==> src/rtl/univ_shift_reg.sv <==
// Universal WIDTH-bit register: hold, shift, rotate, load and clear modes with serial I/O.
// A shift counter wraps every WIDTH shifts/rotates and pulses done for serializer use.
module univ_shift_reg #(
  parameter int                 WIDTH     = 8,
  parameter logic [WIDTH-1:0]   RESET_VAL = '0,
  parameter int                 CNT_W     = $clog2(WIDTH + 1)
) (
  input  logic              clk,
  input  logic              reset,
  input  logic              en,
  input  logic [2:0]        mode,
  input  logic [WIDTH-1:0]  d,
  input  logic              sin_l,
  input  logic              sin_r,
  output logic [WIDTH-1:0]  q,
  output logic              sout_l,
  output logic              sout_r,
  output logic [CNT_W-1:0]  cnt,
  output logic              done
);

  typedef enum logic [2:0] {
    MODE_HOLD  = 3'b000,
    MODE_SHL   = 3'b001,
    MODE_SHR   = 3'b010,
    MODE_LOAD  = 3'b011,
    MODE_ROTL  = 3'b100,
    MODE_ROTR  = 3'b101,
    MODE_CLEAR = 3'b110,
    MODE_RSVD  = 3'b111
  } mode_e;

  localparam logic [CNT_W-1:0] CNT_LAST = CNT_W'(WIDTH - 1);

  logic [WIDTH-1:0] data_q, data_d;
  logic [CNT_W-1:0] cnt_q, cnt_d;
  logic             done_q, done_d;
  logic             is_shift;
  mode_e            mode_sel;

  assign mode_sel = mode_e'(mode);

  always_comb begin
    data_d   = data_q;
    cnt_d    = cnt_q;
    done_d   = done_q;
    is_shift = 1'b0;
    if (en) begin
      done_d = 1'b0;
      case (mode_sel)
        MODE_SHL: begin
          data_d   = {data_q[WIDTH-2:0], sin_r};
          is_shift = 1'b1;
        end
        MODE_SHR: begin
          data_d   = {sin_l, data_q[WIDTH-1:1]};
          is_shift = 1'b1;
        end
        MODE_LOAD: begin
          data_d = d;
          cnt_d  = '0;
        end
        MODE_ROTL: begin
          data_d   = {data_q[WIDTH-2:0], data_q[WIDTH-1]};
          is_shift = 1'b1;
        end
        MODE_ROTR: begin
          data_d   = {data_q[0], data_q[WIDTH-1:1]};
          is_shift = 1'b1;
        end
        MODE_CLEAR: begin
          data_d = '0;
          cnt_d  = '0;
        end
        default: ;
      endcase
      // Wrap after the WIDTH-th shift; done rises on the same edge.
      if (is_shift) begin
        if (cnt_q == CNT_LAST) begin
          cnt_d  = '0;
          done_d = 1'b1;
        end else begin
          cnt_d = cnt_q + 1'b1;
        end
      end
    end
  end

  always_ff @(posedge clk or posedge reset) begin
    if (reset) begin
      data_q <= RESET_VAL;
      cnt_q  <= '0;
      done_q <= 1'b0;
    end else begin
      data_q <= data_d;
      cnt_q  <= cnt_d;
      done_q <= done_d;
    end
  end

  assign q      = data_q;
  assign sout_l = data_q[WIDTH-1];
  assign sout_r = data_q[0];
  assign cnt    = cnt_q;
  assign done   = done_q;

endmodule

==> config.mk <==
export PLATFORM = sky130hd
export DESIGN_NAME = univ_shift_reg
export DESIGN_NICKNAME = d
export VERILOG_FILES = /design/src/rtl/univ_shift_reg.sv
export SDC_FILE = /design/constraint.sdc
export NUM_CORES = 1
export LEC_CHECK = 0
export CORE_MARGIN = 2
export CORE_UTILIZATION = 46
export CTS_CLUSTER_SIZE = 10
export DETAILED_ROUTE_END_ITERATION = 10
export GPL_TIMING_DRIVEN = 0
export PLACE_DENSITY = 0.82
export RECOVER_POWER = 50
export SLEW_MARGIN = 20
export SYNTH_ARGS = -nofsm -noshare
export SYNTH_HDL_FRONTEND = slang
export SYNTH_SLANG_ARGS = --single-unit
export TNS_END_PERCENT = 20
==> constraint.sdc <==
create_clock -name clk -period 2.05 [get_ports clk]
set_input_delay 0.41 -clock clk [delete_from_list [all_inputs] [get_ports clk]]
set_output_delay 0.41 -clock clk [all_outputs]
set_load 0.02 [all_outputs]
==> out/summary.txt <==
sequential area share after synthesis: 0.383
routability congestion estimate: 0.801
Sw Pwr: 0.364 mW
Congestion Overflow GR: 0
Pre-Repair DR Iteration Count: 4
RSZ-0062 raised after global routing: false
met3 WL: 115 microns
postcts setup bufs: 0
CTS tree: built
Design Area, Final: 0.00120 sq mm
worst slew pin tran: 0.503 ns
fin. max-slew vios: 0
worst path required time: 1.64 ns
Comb pwr share: 0.439
hold_buf cts: 0
dominant cells by area after synthesis: dfrtp_1 (38%), nand2_1 (9.7%), o21ai_0 (5.9%), a31oi_1 (5.2%), mux2i_1 (4.7%)
Yosys warning total: 0
initial drt markers: 18
GRT Resource Usage Total: 0.225
Crit. End Element: primary output
fin crit period: 1.84 ns
M1 WL: 934 microns
die area: 0.00220 sq mm
Final Skew: 0.00211 ns
FF+latch count, synth: 13
Mapped Nets: 123
post-DP HPWL: 1.62 mm
ANT cells: 0
Area Overhead vs Synth: 42.0%
Final ANT Viol Nets: 0
placed cell areas: 0.00117 sq mm
Clock Sinks: 13
Synth area leader: dfrtp_1
PwrDens: 800 mW/mm^2
average wire per standard cell: 12.8 microns
initial antenna violation count: 0
switch share: 0.378
CTS Buf Count: 3
Clock Latency Late Sink: 0.28 ns
crit path max fanout: 5
via count: 871
die height: 46.9 microns
Slew Limit Headroom: 0.664
first-pass GRT wire length: 3.45 mm
Critical Path AT: 1.43 ns
DR vias/cell: 5.31
wire length on met2: 1.04 mm
Avg Inst Size Synth: 8.00 sq um
Place WS: -0.141 ns
core box area: 0.00173 sq mm
fmax: 0.545 GHz
number of global-route vias before repair: 818
CTS HTree Levels: 1
Flop pwr share: 0.394
io pins: 31
Lkg Pwr: 0.502 nW
CP Launch Type: flop
cell depth of the worst flop-to-flop path: 4
cell count after synthesis: 106
fillcell total: 147
worst min path class: reg -> reg
clock root buffer: clkbuf_4
final net count: 157
status: finished, final reports clean
clk slew on worst S/H paths: 0.08 ns
detailed-route DRC error count: 0
Max clock buf depth: 2
P_int: 0.599 mW
Period Utilization, post-route: 0.895
IO buf count: 29
area share of the largest cell type after synthesis: 0.383
fin util: 0.698
synthesized area: 848 sq um
setup violators final: 0
final hold violations: 0
overall power: 0.963 mW
routed wire length: 2.10 mm
Die X: 46.9 microns
worst hold slack: 0.541 ns
worst setup margin: 0.214 ns
synth unique cells: 28
Max VDD drop: 0.000478 V
# rows: 15
proportion of layout cells with a drive suffix above 1: 0.0863
Max Cap Violations: 0
hold path depth: 2
Clk pwr share: 0.167
Crit Path Class: reg -> out
starting density of the core: 0.491
DR top layer: met4
cts repair resizes: 0
pin count of the biggest net entering global routing: 14
## through the flow
step                      setup TNS, ns  std cells
after CTS                             0        164
final                                 0        164
after floorplan                       0        106
after global placement           -0.648        160
after global routing                  0        164
after detailed placement         -0.804        160
## critical path, cell delays in order (launching register included)
cell	delay (ns)
dfrtp_1	0.43
buf_4	0.13
clkdlybuf4s50_1	0.59
## power groups by stage
stage,logic [mW],registers [mW],clock network (mW)
2_1_floorplan,0.167,0.446,0
3_3_place_gp,0.421,0.382,0
3_5_place_dp,0.430,0.386,0
4_1_cts,0.431,0.380,0.167
5_1_grt,0.464,0.393,0.176
6_report,0.423,0.380,0.161
## cell type report
class                   count  area, sq um  area share
multi-input cells          80          458       0.380
flip-flops and latches     13          325       0.270
repair buffers             29          290       0.241
plain buffers               9         57.6      0.0478
well taps                  25         31.3      0.0260
clock buffers               3         22.5      0.0187
inverters                   4         15.0      0.0125
clock inverters             1         5.00     0.00415
## flip-flops by register name, indices dropped and copies added (netlist names)
name and cells:
cnt 4, q 8, done 1
## layout by cell type, fill, tap and decap left out, types with 3 or more instances in the layout
cell	n
mux2i_1	4
inv_1	4
nand2_1	22
dfrtp_1	13
a21oi_1	7
dlygate4sd3_1	5
nand3_1	4
clkdlybuf4s50_1	24
clkbuf_1	4
clkbuf_4	3
nor2_1	8
o21ai_0	10
a31oi_1	7
## cell families after synthesis
kind of cell	after synthesis	synth area share
mux	4	0.0472
flops	13	0.383
fa+ha+maj	1	0.0147
buf+inv	13	0.0855
compound gates	30	0.209
xor+xnor	1	0.0103
simple gates	44	0.249
## path summary, 6_finish.rpt
check / startpoint / to / slack (ns)
max: q[7] / q[7] / 0.21
min: done / done / 0.54
max reg2reg: cnt[0] / cnt[0] / 0.91
min reg2reg: done / done / 0.54
max in group asynchronous: reset / q[5] / 1.13
min in group asynchronous: reset / cnt[3] / 0.58
## layer usage
layer / track usage / up-vias
li1: - / 433
met3: 0.0692 / 2
met1: 0.275 / 409
met4: 0.0611 / 0
met5: 0 / -
met2: 0.386 / 27
## synthesized netlist by cell type (all sizes together)
| cell | count |
|---|---|
| a21oi | 7 |
| a221o | 1 |
| a2bb2oi | 1 |
| a31oi | 7 |
| and3 | 1 |
| buf | 5 |
| clkbuf | 4 |
| dfrtp | 13 |
| ha | 1 |
| inv | 4 |
| mux2i | 4 |
| nand2 | 22 |
| nand3 | 4 |
| nand3b | 1 |
| nand4 | 2 |
| nand4b | 1 |
| nor2 | 8 |
| nor2b | 2 |
| nor3b | 2 |
| o21a | 1 |
| o21ai | 10 |
| o22ai | 1 |
| o31ai | 1 |
| o41ai | 1 |
| or3 | 1 |
| xor2 | 1 |
No activity file was read; power rests on OpenSTA's default activity.
